## config.mk

```make
export PLATFORM = sky130hd
export DESIGN_NAME = sif_wr_fifo_flat
export DESIGN_NICKNAME = d
export VERILOG_FILES = /design/src/rtl/sif_pkg.sv /design/src/rtl/sif_wr_fifo_if.sv /design/src/rtl/sif_fifo_ctrl.sv /design/src/rtl/sif_wr_fifo.sv /design/src/flat_wrapper.sv
export SDC_FILE = /design/constraint.sdc
export NUM_CORES = 1
export LEC_CHECK = 0
export ABC_AREA = 1
export BUFFER_PORTS_ARGS = -buffer_cell sky130_fd_sc_hd__buf_4
export CORE_MARGIN = 2
export CORE_UTILIZATION = 35
export DETAILED_ROUTE_END_ITERATION = 8
export GPL_ROUTABILITY_DRIVEN = 0
export SLEW_MARGIN = 20
export SYNTH_ARGS = -nofsm -noshare
export SYNTH_HDL_FRONTEND = slang
export SYNTH_SLANG_ARGS = --single-unit
```

## constraint.sdc

```tcl
create_clock -name clk -period 9.7 [get_ports clk]
set_clock_uncertainty 0.1 [all_clocks]
set_input_delay 1.94 -clock clk [delete_from_list [all_inputs] [get_ports clk]]
set_output_delay 1.94 -clock clk [all_outputs]
set_load 0.005 [all_outputs]
```

## src/rtl/sif_pkg.sv

```systemverilog
// Shared SIF write-path types: widths and the write-buffer entry.
// Optional drop counter in sif_wr_fifo: SIF_WR_FIFO_DROP_CNT_EN.
package sif_pkg;

   localparam int SIF_AW = 16;
   localparam int SIF_DW = 16;

   typedef struct packed {
      logic [SIF_AW-1:0] addr;
      logic [SIF_DW-1:0] data;
   } sif_wr_t;

endpackage

```

## src/rtl/sif_wr_fifo_if.sv

```systemverilog
// Write strobe in (wa_*) and valid/ready drain out (wb_*).
// The slave side is the FIFO; the master side is its environment.
interface sif_wr_fifo_if
   import sif_pkg::*;
#(
   parameter int AW = SIF_AW,
   parameter int DW = SIF_DW
);

   logic          wa_wr_s;
   logic [AW-1:0] wa_addr;
   logic [DW-1:0] wa_data_wr;
   logic          wb_valid;
   logic          wb_ready;
   logic [AW-1:0] wb_addr;
   logic [DW-1:0] wb_data;

   modport master (
      output wa_wr_s, wa_addr, wa_data_wr, wb_ready,
      input  wb_valid, wb_addr, wb_data
   );

   modport slave (
      input  wa_wr_s, wa_addr, wa_data_wr, wb_ready,
      output wb_valid, wb_addr, wb_data
   );

endinterface

```

## src/rtl/sif_fifo_ctrl.sv

```systemverilog
// Pointer bookkeeping for the write buffer: wrap-bit pointers,
// full/empty, level and almost-full.
module sif_fifo_ctrl #(
   parameter int DEPTH     = 8,
   parameter int AFULL_LVL = 6
) (
   input  logic                     clk,
   input  logic                     rst,
   input  logic                     wr_req,
   input  logic                     rd_req,
   output logic                     push,
   output logic                     pop,
   output logic [$clog2(DEPTH)-1:0] wr_idx,
   output logic [$clog2(DEPTH)-1:0] rd_idx,
   output logic                     empty,
   output logic                     full,
   output logic [$clog2(DEPTH):0]   level,
   output logic                     afull
);

   localparam int IW = $clog2(DEPTH);
   localparam int LW = IW + 1;

   logic [LW-1:0] wr_ptr;
   logic [LW-1:0] rd_ptr;

   assign wr_idx = wr_ptr[IW-1:0];
   assign rd_idx = rd_ptr[IW-1:0];
   assign empty  = (wr_ptr == rd_ptr);
   assign full   = (wr_idx == rd_idx) && (wr_ptr[IW] != rd_ptr[IW]);
   assign level  = wr_ptr - rd_ptr;
   assign afull  = (level >= LW'(AFULL_LVL));

   // A full buffer still accepts a write when the head leaves on the same edge
   assign pop  = !empty && rd_req;
   assign push = wr_req && (!full || pop);

   always_ff @(posedge clk or posedge rst) begin
      if (rst) begin
         wr_ptr <= '0;
         rd_ptr <= '0;
      end else begin
         if (push) wr_ptr <= wr_ptr + LW'(1);
         if (pop)  rd_ptr <= rd_ptr + LW'(1);
      end
   end

endmodule

```

## src/rtl/sif_wr_fifo.sv

```systemverilog
// SIF write buffer: captures wa_wr_s pulses, drains to a valid/ready sink.
// Define SIF_WR_FIFO_DROP_CNT_EN to add the saturating drop_cnt port.
module sif_wr_fifo
   import sif_pkg::*;
#(
   parameter int DEPTH     = 8,
   parameter int AW        = SIF_AW,
   parameter int DW        = SIF_DW,
   parameter int AFULL_LVL = 6
) (
   input  logic                   clk,
   input  logic                   rst,
   sif_wr_fifo_if.slave           bus,
   input  logic                   ovf_clr,
   output logic [$clog2(DEPTH):0] fifo_level,
   output logic                   afull,
   output logic                   ovf
`ifdef SIF_WR_FIFO_DROP_CNT_EN
   ,
   output logic [7:0]             drop_cnt
`endif
);

   localparam int IW = $clog2(DEPTH);

   sif_wr_t         mem [DEPTH];
   logic            push;
   logic            pop;
   logic            empty;
   logic            full;
   logic [IW-1:0]   wr_idx;
   logic [IW-1:0]   rd_idx;
   logic            drop;

   sif_fifo_ctrl #(
      .DEPTH     (DEPTH),
      .AFULL_LVL (AFULL_LVL)
   ) u_ctrl (
      .clk    (clk),
      .rst    (rst),
      .wr_req (bus.wa_wr_s),
      .rd_req (bus.wb_ready),
      .push   (push),
      .pop    (pop),
      .wr_idx (wr_idx),
      .rd_idx (rd_idx),
      .empty  (empty),
      .full   (full),
      .level  (fifo_level),
      .afull  (afull)
   );

   assign drop         = bus.wa_wr_s && full && !pop;
   assign bus.wb_valid = !empty;
   assign bus.wb_addr  = AW'(mem[rd_idx].addr);
   assign bus.wb_data  = DW'(mem[rd_idx].data);

   always_ff @(posedge clk or posedge rst) begin
      if (rst) begin
         for (int i = 0; i < DEPTH; i++) mem[i] <= '0;
      end else if (push) begin
         mem[wr_idx] <= '{addr: SIF_AW'(bus.wa_addr),
                          data: SIF_DW'(bus.wa_data_wr)};
      end
   end

   // Set beats clear so a loss on the clearing edge is never hidden
   always_ff @(posedge clk or posedge rst) begin
      if (rst)          ovf <= 1'b0;
      else if (drop)    ovf <= 1'b1;
      else if (ovf_clr) ovf <= 1'b0;
   end

`ifdef SIF_WR_FIFO_DROP_CNT_EN
   always_ff @(posedge clk or posedge rst) begin
      if (rst)                        drop_cnt <= '0;
      else if (ovf_clr)               drop_cnt <= {7'd0, drop};
      else if (drop && drop_cnt != '1) drop_cnt <= drop_cnt + 8'd1;
   end
`endif

endmodule
```

## src/flat_wrapper.sv

```systemverilog
// flat-port wrapper written by rule: the top's interface ports become plain ports
module sif_wr_fifo_flat import sif_pkg::*;
#(
   parameter int DEPTH     = 8,
   parameter int AW        = SIF_AW,
   parameter int DW        = SIF_DW,
   parameter int AFULL_LVL = 6
)
  (clk, rst, ovf_clr, fifo_level, afull, ovf, bus_wa_wr_s, bus_wa_addr, bus_wa_data_wr, bus_wb_ready, bus_wb_valid, bus_wb_addr, bus_wb_data);
  sif_wr_fifo_if #(.AW(AW), .DW(DW)) bus_i ();
  input  logic clk;
  input  logic rst;
  input  logic ovf_clr;
  output logic [$clog2(DEPTH):0] fifo_level;
  output logic afull;
  output logic ovf;
  input wire logic [$bits(bus_i.wa_wr_s)-1:0] bus_wa_wr_s;
  input wire logic [$bits(bus_i.wa_addr)-1:0] bus_wa_addr;
  input wire logic [$bits(bus_i.wa_data_wr)-1:0] bus_wa_data_wr;
  input wire logic [$bits(bus_i.wb_ready)-1:0] bus_wb_ready;
  output wire logic [$bits(bus_i.wb_valid)-1:0] bus_wb_valid;
  output wire logic [$bits(bus_i.wb_addr)-1:0] bus_wb_addr;
  output wire logic [$bits(bus_i.wb_data)-1:0] bus_wb_data;
  assign bus_i.wa_wr_s = bus_wa_wr_s;
  assign bus_i.wa_addr = bus_wa_addr;
  assign bus_i.wa_data_wr = bus_wa_data_wr;
  assign bus_i.wb_ready = bus_wb_ready;
  assign bus_wb_valid = bus_i.wb_valid;
  assign bus_wb_addr = bus_i.wb_addr;
  assign bus_wb_data = bus_i.wb_data;
  sif_wr_fifo #(.DEPTH(DEPTH), .AW(AW), .DW(DW), .AFULL_LVL(AFULL_LVL)) u_core (.clk(clk), .rst(rst), .bus(bus_i), .ovf_clr(ovf_clr), .fifo_level(fifo_level), .afull(afull), .ovf(ovf));
endmodule
```

==> results.txt <==
Run status: completed
Setup TNS: 0 ns
Nets: 1834
Top cells by area, synth: dfrtp_1 (48%), nand2_1 (19%), nand4_1 (12%)
# setup viols final: 0
Postcts setup bufs: 0
Vias in the first global route: 12220
CTS root buffer: clkbuf_16
Post-Route WL: 44.88 mm
Yosys warns: 0
FF-to-FF path depth: 9
Compound-gate portion of the synthesized area: 4.799%
Cell Area, Synth: 0.01382 mm2
FP Rows: 72
Min-delay worst type: flip-flop to flip-flop
Congestion Overflow GR: 0
Max-cap violations: 0
Mean number of vias per cell: 5.439
Layout cells sized above 1: 9.277%
Placed cells: 2279
Post-synthesis simple-gate area fraction: 38.82%
Core ar.: 0.03883 mm2
Synth Area per Inst: 7.453 um2
1st-pass router iterations: 7
Post-place setup slack: 4.549 ns
Post-route design area: 0.01523 mm2
Slew Limit Fails: 0
Crit path from: u_core.u_ctrl.rd_ptr[0]$_DFFE_PP0P_
Post-Layout Cell Count: 2330
Starting DRT DRC Count: 1374
Die Span Y: 202.7 um
Final setup margin: 3.988 ns
Clock transition at the registers of the reported paths: 0.07 ns
Placed Area: 0.01431 mm2
Hold Fails Final Rpt: 0
CP Class: flip-flop to output port
Adder-Cell Fraction of Synth Area: 0.5977%
Global-route usage over all layers: 21.68%
Post-CTS sizing: 0
Die Wd: 202.7 um
Fmax: 175.1 MHz
CP arrival: 3.67 ns
Hold WS: 0.3629 ns
Layout area overhead: 10.26%
Crit Path Max Fanout: 68
Crit path required time: 7.66 ns
Clk sinks: 265
Pin count of the biggest net entering global routing: 117
Total power: 5.443 mW
Clock latency on the worst-skew pair: 0.55 ns
R2r setup slk: 4.88 ns
Post-route ant nets: 0
CTS tree: built
Synthesized Nets: 1897
Distinct cell type count of the synthesized netlist: 25
Crit share post-route: 58.88%
Initial core utilization: 35.59%
Cts hold-fix bufs: 0
Longest Clk Path Bufs: 3
HPWL Detailed: 23.11 mm
Synthesized flop and latch total: 265
CP Capture Type: output port
Yosys top cell by area: dfrtp_1
Worst R2R End: u_core.mem[109]$_DFFE_PP0P_
Critical R2R Launch: u_core.u_ctrl.rd_ptr[1]$_DFFE_PP0P_
Total die area: 0.04108 mm2
RSZ-0062 raised after global routing: false
Post-synthesis sequential area ratio: 47.99%
Via count: 12670
Cells after Synth: 1854
Tightest Pin Transition: 1.139 ns
Slew Limit Headroom: 23.95%
First-pass GRT wire length: 71.30 mm
Critical path capture point: bus_wb_data[2]
Commonest non-fill, non-tap cell in the layout: nand2_1
DRC: 0
Top cell type's share of synthesized area: 47.99%
Port bufs: 75
Post-synthesis mux area share: 0%
Leakage: 7.829 nW
Largest family of logic cells by synthesized area: simple AND/OR/NAND/NOR gates
Initial antenna violation count: 2
Cell Pwr Density: 357.3 mW/mm2
Core Util, Final: 39.24%
H-tree Lvls: 1
Worst Setup Start Kind: flip-flop
Total CTS buffers: 28
Most frequent cells in the layout: nand2_1 (703), dfrtp_1 (263), nand4_1 (258)
IO Count: 76
Routed len/inst: 19.26 um
Maximum vdd drop: 0.0001515 V
Fin crit period: 5.712 ns
XOR/XNOR Fraction of Synth Area: 0.3169%
==> per-layer routing <==
layer	wire [um]	track usage, %	vias up
li1	-	-	5968
met1	19800	29.44	6234
met2	21590	36.42	411
met3	2630	2.953	59
met4	851	5.735	2
met5	13	0	-
==> cell type report <==
class	count	area, um2
Fill cell	3962	23590
Clock inverter	8	42.54
Multi-Input combinational cell	1386	6242
Timing Repair Buffer	96	726.9
Clock buffer	42	874.6
Antenna cell	1	2.502
Inverter	14	61.31
Sequential cell	265	6636
Tap cell	518	648.1
==> where the power goes <==
group / internal (mW) / switching, mW / total (mW) / leakage (nW)
clock network: 0.618 / 0.458 / 1.08 / 0.460
registers: 1.61 / 0.339 / 1.95 / 3.34
logic: 0.846 / 1.58 / 2.42 / 4.03
total: 3.07 / 2.37 / 5.44 / 7.83
==> kinds of logic after synthesis <==
family                   count (synthesis)
AND/OR/NAND/NOR                       1243
flip-flops                             265
buffers and inverters                  203
AO/OA/AOI/OAI                          132
adder cells (fa/ha/maj)                  6
XOR/XNOR                                 5
==> registers in the layout, summed over array words and instances (netlist names) <==
name	cells
u_core.mem	256
u_core.ovf	1
u_core.u_ctrl.rd_ptr	4
u_core.u_ctrl.wr_ptr	4
==> cells in the mapped netlist <==
cell type    n
buf_8        2
xnor2_1      4
dfrtp_1    265
ha_1         5
nor2_2       3
nand2_1    703
nand3_1     11
nand3b_1     1
buf_1       25
nand2_2      1
inv_2        3
nand4_1    258
nor2_1     262
buf_2       37
o21ai_1      2
clkbuf_2    32
inv_1       11
xor2_1       1
fa_1         1
buf_6       21
nand3_2      4
clkbuf_1    71
o21a_1       1
buf_4        1
o21ai_0    129
==> how the worst min path moves through the flow <==
stage	startpoint	endpoint	depth (start not counted)
after floorplan	u_core.mem[0]$_DFFE_PP0P_	u_core.mem[0]$_DFFE_PP0P_	2
after global placement	u_core.mem[196]$_DFFE_PP0P_	u_core.mem[196]$_DFFE_PP0P_	2
after detailed placement	u_core.mem[141]$_DFFE_PP0P_	u_core.mem[141]$_DFFE_PP0P_	2
after CTS	u_core.mem[141]$_DFFE_PP0P_	u_core.mem[141]$_DFFE_PP0P_	2
after global routing	u_core.mem[137]$_DFFE_PP0P_	u_core.mem[137]$_DFFE_PP0P_	2
final	u_core.mem[223]$_DFFE_PP0P_	u_core.mem[223]$_DFFE_PP0P_	2
==> critical path: stages, from the launching register on <==
cell      delay [ns]
dfrtp_4         0.92
clkinv_2        0.86
buf_4           0.61
o21ai_0         0.28
nand2_1         0.07
nand2_1         0.06
nand2_1         0.12
buf_4           0.17
(Power assumes the default switching activity.)
